<file path="src/rtl/interrupt_controller.sv">
// Prioritised, edge-triggered interrupt controller with IE/IF/IME registers and vector dispatch.
// Latency: irq edge -> IF one cycle; IF -> int_req one more; int_ack -> vec_valid next cycle.
// Backpressure: int_req holds until int_ack; optional `INTC_WAKE_EN adds a registered wake output.
module interrupt_controller #(
  parameter int         NUM_IRQ    = 5,
  parameter logic [7:0] VEC_BASE   = 8'h40,
  parameter logic [7:0] VEC_STRIDE = 8'h08
) (
  input  logic               clock,
  input  logic               reset,
  input  logic [NUM_IRQ-1:0] irq,
  input  logic [7:0]         wdata,
  input  logic               ie_we,
  input  logic               if_we,
  input  logic               ime_set,
  input  logic               ime_clr,
  output logic [7:0]         ie_q,
  output logic [7:0]         if_q,
  output logic               int_req,
  input  logic               int_ack,
  output logic [15:0]        vec,
  output logic               vec_valid
`ifdef INTC_WAKE_EN
  ,
  output logic               wake
`endif
);

  typedef enum logic [1:0] {IDLE, REQ, VEC} state_t;

  state_t             state;
  logic [NUM_IRQ-1:0] ie_r;
  logic [NUM_IRQ-1:0] if_r;
  logic [NUM_IRQ-1:0] irq_d;
  logic               ime;
  logic [7:0]         vec_r;

  logic [NUM_IRQ-1:0] pending;
  logic [NUM_IRQ-1:0] win_oh;
  logic [2:0]         winner;
  logic [7:0]         vec_calc;
  logic               dispatch;
  logic [NUM_IRQ-1:0] if_next;

  assign pending = ie_r & if_r;

  // Lowest set pending index wins; scan high to low so the last hit is the lowest.
  always_comb begin
    winner = 3'd0;
    win_oh = '0;
    for (int i = NUM_IRQ - 1; i >= 0; i--) begin
      if (pending[i]) begin
        winner    = 3'(i);
        win_oh    = '0;
        win_oh[i] = 1'b1;
      end
    end
  end

  // Vector arithmetic is 8-bit so large bases wrap modulo 256.
  always_comb begin
    vec_calc = VEC_BASE + ({5'b0, winner} * VEC_STRIDE);
  end

  // A dispatch only happens when the request is still valid in the ack cycle.
  always_comb begin
    dispatch = (state == REQ) && ime && (|pending) && int_ack;
  end

  // IF next value: software load, then dispatch clear, then edge set (set wins over both).
  always_comb begin
    if_next = if_we ? wdata[NUM_IRQ-1:0] : if_r;
    if (dispatch) if_next = if_next & ~win_oh;
    if_next = if_next | (irq & ~irq_d);
  end

  // Register file: enables, flags, edge samples and master enable.
  always_ff @(posedge clock) begin
    if (reset) begin
      ie_r  <= '0;
      if_r  <= '0;
      irq_d <= '0;
      ime   <= 1'b0;
    end else begin
      irq_d <= irq;
      if_r  <= if_next;
      if (ie_we) ie_r <= wdata[NUM_IRQ-1:0];
      ime   <= (ime | ime_set) & ~ime_clr & ~dispatch;
    end
  end

  // Dispatch FSM with registered int_req / vec_valid / vec.
  always_ff @(posedge clock) begin
    if (reset) begin
      state     <= IDLE;
      int_req   <= 1'b0;
      vec_valid <= 1'b0;
      vec_r     <= 8'h00;
    end else begin
      vec_valid <= 1'b0;
      case (state)
        IDLE: begin
          if (ime && (|pending)) begin
            state   <= REQ;
            int_req <= 1'b1;
          end
        end
        REQ: begin
          if (!ime || !(|pending)) begin
            state   <= IDLE;
            int_req <= 1'b0;
          end else if (int_ack) begin
            state     <= VEC;
            int_req   <= 1'b0;
            vec_valid <= 1'b1;
            vec_r     <= vec_calc;
          end
        end
        VEC: begin
          state <= IDLE;
        end
        default: begin
          state   <= IDLE;
          int_req <= 1'b0;
        end
      endcase
    end
  end

`ifdef INTC_WAKE_EN
  // Wake tracks any enabled pending flag, independent of IME, for HALT exit.
  always_ff @(posedge clock) begin
    if (reset) wake <= 1'b0;
    else       wake <= |pending;
  end
`endif

  // Readback pads unused flag bits with 1 and unused enable bits with 0.
  always_comb begin
    if_q              = 8'hFF;
    if_q[NUM_IRQ-1:0] = if_r;
    ie_q              = 8'h00;
    ie_q[NUM_IRQ-1:0] = ie_r;
  end

  assign vec = {8'h00, vec_r};

endmodule

</file>
<file path="config.mk">
export PLATFORM = sky130hd
export DESIGN_NAME = interrupt_controller
export DESIGN_NICKNAME = d
export VERILOG_FILES = /design/src/rtl/interrupt_controller.sv
export SDC_FILE = /design/constraint.sdc
export NUM_CORES = 1
export LEC_CHECK = 0
export ABC_CLOCK_PERIOD_IN_PS = 1200
export BUFFER_PORTS_ARGS = -buffer_cell sky130_fd_sc_hd__buf_2
export CAP_MARGIN = 20
export CORE_MARGIN = 2
export CORE_UTILIZATION = 41
export DETAILED_ROUTE_END_ITERATION = 12
export PLACE_DENSITY = 0.82
export RECOVER_POWER = 100
export SLEW_MARGIN = 20
export SYNTH_ARGS = -nofsm -noshare
export SYNTH_HDL_FRONTEND = slang
export SYNTH_SLANG_ARGS = --single-unit
</file>
<file path="constraint.sdc">
create_clock -name clock -period 1.2 [get_ports clock]
set_input_delay 0.18 -clock clock [delete_from_list [all_inputs] [get_ports clock]]
set_output_delay 0.18 -clock clock [all_outputs]
set_load 0.05 [all_outputs]
</file>
; ---- Word-level counts from Yosys, hierarchy flattened
; Cells that the tools add are included.
[word_totals]
register_bits = 28
inputBits = 20
output_inout_bits = 34
wordCells = 61
[op_classes]
add_sub_neg = 1
n_eq_ne = 4
mux = 21
bitwise_logic = 14
reduce_logical = 13
[op_table]
columns = operator, n
row1 = 5-bit two-way mux, 7
row2 = 5-bit bitwise AND, 3
row3 = 3-bit two-way mux, 5
row4 = 5-bit inverter, 2
row5 = 7-bit by 6-bit adder with 8-bit output (first input constant), 1
row6 = 2-bit two-way mux, 3
row7 = 3-bit AND reduction, 2
row8 = 1-bit inverter, 5
row9 = 5-bit OR, 1
row10 = 5-bit OR reduction, 1
row11 = 1-bit logical AND, 4
row12 = 1-bit two-way mux, 4
row13 = 2-bit one-hot mux with 2 select lines, 1
row14 = 3-bit by 2-bit != test with 1-bit output (second input constant), 1
row15 = 1-bit one-hot mux with 3 select lines, 1
row16 = 3-bit OR reduction, 1
row17 = 1-bit bitwise AND, 2
row18 = 2-bit by 1-bit == test with 1-bit output (second input constant), 1
row19 = 2-bit == test (second input constant), 1
row20 = 1-bit zero test, 2
row21 = 2-bit zero test, 1
row22 = 2-bit != test (second input constant), 1
row23 = 2-bit AND reduction, 1
row24 = 1-bit logical OR, 1
row25 = 1-bit OR, 1

; ---- Longest topological paths before layout
[depth]
word_depth = 10
mapped_depth = 4

; ---- Worst setup path before layout
; No wires, ideal clock.
[synth_timing]
path_kind = register to register
startpoint = register ie_r[0]
endpoint = register int_req
setup_ns = 0.071
t_arrival_ns = 1.485
required_ns = 1.129
path_slack_ns = -0.356
path_stages_with_launch = 5
path_buffers = 0
synth_period_minus_slack_ns = 1.556
cell_sequence = dfxtp_1 -> a22oi_4 -> a311oi_1 -> nand3b_1 -> a21oi_1
[synth_between]
elab_chain_len = 6
[synth_lines]
columns = item, line_no
row1 = from (decl), 32  ; logic [NUM_IRQ-1:0] ie_r;
row2 = from (signal assigned), 87  ; if (ie_we) ie_r <= wdata[NUM_IRQ-1:0];
row3 = 5-bit bitwise AND (*), 45  ; assign pending = ie_r & if_r;
row4 = 5-bit OR reduction (*), "103, 109"
row5 = 1-bit zero test, 109  ; if (!ime || !(|pending)) begin
row6 = 1-bit logical OR, 109
row7 = 3-bit by 2-bit != test with 1-bit output (no source line) or 1-bit two-way mux (tied branches), -
row8 = 3-bit AND reduction (no source line) or 1-bit one-hot mux with 3 select lines (tied branches), -
row9 = to (signal assigned), 105  ; int_req <= 1'b1;
row10 = to (signal assigned), 111  ; int_req <= 1'b0;
row11 = to (signal assigned), 114  ; int_req <= 1'b0;
row12 = to (decl), 19  ; output logic int_req,
; Every way passes the cells marked *; elsewhere a longest branch is shown, timed or not.
; A chain may end at the register's enable or synchronous reset.

; ---- Final worst setup path
[layout_timing]
startpoint = register if_r[2]
endpoint = register if_r[1]
[layout_between]
elab_chain_len = 8
[layout_lines]
columns = item, line_no
row1 = from (decl), 33  ; logic [NUM_IRQ-1:0] if_r;
row2 = from (signal assigned), 86  ; if_r <= if_next;
row3 = 5-bit bitwise AND (*), 45
row4 = 5-bit two-way mux (3 in series), 52  ; if (pending[i]) begin
row5 = 5-bit inverter, 73  ; if (dispatch) if_next = if_next & ~win_oh;
row6 = 5-bit bitwise AND, 73
row7 = 5-bit two-way mux (*), 73
row8 = 5-bit OR (*), 74  ; if_next = if_next | (irq & ~irq_d);
; Marked as above.

==> flow_summary.toml <==
[cts]
clkLatencyLatePin_ns = 0.31
ctsRootBufferMaster = "clkbuf_4"
path_clk_slew_ns = 0.13
cts_buffers = 3
tritoncts = "done"
h-tree-depth = 1
cts.sinks = 24
ctsLongestPathBuffers = 2

[timing]
drv_slew = 0
fin_crit_sh = 1.03
setup_ws_ns = -0.0316
rsz0062_at_grt = "true"
fmax_ghz = 0.812
fin_worst_skew_ns = 0.00396
final.setup.tns_ns = -0.0694
fin_crit_ns = 1.23
setup_violations = 4
finalHoldViolCount = 0

[cells_and_area]
diodes = 0
postLayoutCellArea_sq_um = 1500
drive_gt1_frac = 0.482
fin_nets = 185
layout.cells.non_filler = 195
area_growth_pct = 32.6

[routing]
vias = 924
ant_nets = 0
drt-initial-drc-count = 8
drt-pass1-iter-count = 2
vias_per_cell = 4.74
wire_per_inst_microns = 11.8
routed_wl_mm = 2.29
drc = 0

[placement]
placed_cells = 183
portBuffers = 32
placed_cell_area_sq_um = 1340
gp_congestion = 0.756
hpwl_mm = 1.69

[synthesis]
yosys.area.top_type = "dfxtp_1"
synth_area_per_cell_sq_um = 9.61
synthesis.area_sq_um = 1130
synth_edf_count = 0
synth_top_area_frac = 0.424
synthFlopType = "dfxtp_1"
yosysSeqAreaShare = 0.424
synth_common_cells = "24 x dfxtp_1, 18 x buf_4, 15 x nor2_1"
synth_cell_type_count = 32
yosys-top-cells-area = "dfxtp_1 42%, buf_4 12%, mux2i_1 6.2%, nor2_1 5.0%, a21oi_1 4.0%"
async_flop_share = 0
yosysMostFrequentCell = "dfxtp_1"
synth_cells = 118
ys_ff_latch = 24
yosys_warnings = 0

[floorplan]
fp.dieArea_sq_um = 3200
start_util = 0.422
die_w_microns = 56.6
rows = 19
die_y_microns = 56.6
ioPinCount = 54
core_sq_um = 2690

[power]
peakVddDrop_v = 0.00101
cellLeakagePower_uw = 0.000734
powerDensity_nw_per_um2 = 1130
power_uw = 1700

[worst_setup_path]
worst_setup_path_end_kind = "register"
r2r-start = "if_r[2]$_SDFF_PP0_"
critPathKind = "reg2reg"
r2r_cells = 4
arrival_ns = 1.47
cp.required_ns = 1.44
r2r_slack_ns = -0.03
r2r-end = "if_r[1]$_SDFF_PP0_"
cp_max_fo = 5
start_kind = "register"

[global_route]
grt_pass1_wl_mm = 3.64
grt_pass1_vias = 849
antenna_found_initial = 0
grt_max_degree = 25
grt_overflow = 0
track_usage = 0.142

[run]
maxCapViolations = 0

[worst_hold_path]
hold_path_class = "in2reg"
min_to = "irq_d[3]$_SDFF_PP0_"
hold_start = "irq[3]"
whs_path_depth = 2

[outcome]
violations = "setup timing"
outcome = "finished, violations left"
worst max-delay path: stages, from the launching register on:
cell     delay [ns]
dfxtp_4        0.38
a22oi_4        0.29
a31oi_4        0.16
a41o_1         0.22
a21oi_2        0.11
metal layers:
metal | share of wire | track usage | vias up | wire length, microns
li1 | - | - | 464 | -
met4 | 0.0096 | 0.0714 | 0 | 22
met1 | 0.43 | 0.172 | 431 | 996
met5 | 0 | 0 | - | 0
met3 | 0.054 | 0.0230 | 2 | 125
met2 | 0.50 | 0.241 | 27 | 1150
state kept, by name (all words and copies together), names as in the netlist:
signal and count:
ie_r 5, if_r 5, ime 1, int_req 1, irq_d 5, state 2
vec_r 4, vec_valid 1
kinds of logic after synthesis:
| logic type | share of synthesized area |
|---|---|
| buffers and inverters | 0.140 |
| DFF | 0.424 |
| muxes | 0.0717 |
| and+or+nand+nor | 0.184 |
| other | 0.00662 |
| AOI/OAI and AO/OA | 0.173 |
report_power, final:
group | switching [uW] | total (uW) | internal [uW]
Sequential | 35.2 | 864 | 828
Clock | 233 | 418 | 185
Combinational | 304 | 423 | 119
cells in the final DEF, fill, tap and decap left out, types with 2 or more instances in the layout:
master | netlist | layout
a21oi_1 | 9 | 9
a22oi_4 | 2 | 2
a31o_2 | 2 | 2
buf_2 | 1 | 29
buf_4 | 18 | 11
buf_6 | 0 | 7
clkbuf_4 | 0 | 3
conb_1 | 2 | 18
dfxtp_1 | 24 | 11
dfxtp_2 | 0 | 3
dfxtp_4 | 0 | 10
inv_1 | 2 | 2
mux2i_1 | 7 | 7
nand2_1 | 4 | 4
nand2b_1 | 6 | 6
nor2_1 | 15 | 13
nor2b_1 | 5 | 5
worst max-delay path by stage:
stage,depth (start not counted),slack (ns),from,endpoint
after floorplan,4,-0.03,ie_r[0]$_SDFFE_PP0P_,if_r[1]$_SDFF_PP0_
after global placement,4,-0.01,ime$_SDFF_PP0_,if_r[3]$_SDFF_PP0_
after detailed placement,4,-0.07,ime$_SDFF_PP0_,if_r[3]$_SDFF_PP0_
after CTS,5,-0.02,if_r[0]$_SDFF_PP0_,vec_r[3]$_SDFFE_PP0P_
after global routing,4,-0.1,if_r[1]$_SDFF_PP0_,int_req$_SDFFE_PP0P_
final,4,-0.03,if_r[2]$_SDFF_PP0_,if_r[1]$_SDFF_PP0_
timing repair:
item / CTS / global route
endpoints found under the hold margin: 0 / 1
pin swaps: 4 / 5
hold buffers: 0 / 1
resized for setup: 11 / 9
buffers inserted: 6 / 2
endpoints found under the setup margin: 7 / 14
layout make-up:
cell class / instances / area (sq um)
fillers: 244 / 1180
flip-flops and latches: 24 / 522
clock buffers: 4 / 36.3
inverters: 2 / 7.51
multi-input cells: 86 / 582
repair buffers: 48 / 317
well taps: 31 / 38.8
per-stage QoR:
step           hold slack [ns]  setup slack, ns  utilization
6_report                0.0947          -0.0316        0.559
2_1_floorplan            0.252          -0.0290            -
3_5_place_dp             0.356          -0.0677        0.498
3_3_place_gp             0.346          -0.0143        0.498
5_1_grt                 0.0913          -0.0991        0.559
4_1_cts                0.00231          -0.0214        0.539
No activity file was read; power rests on OpenSTA's default activity.
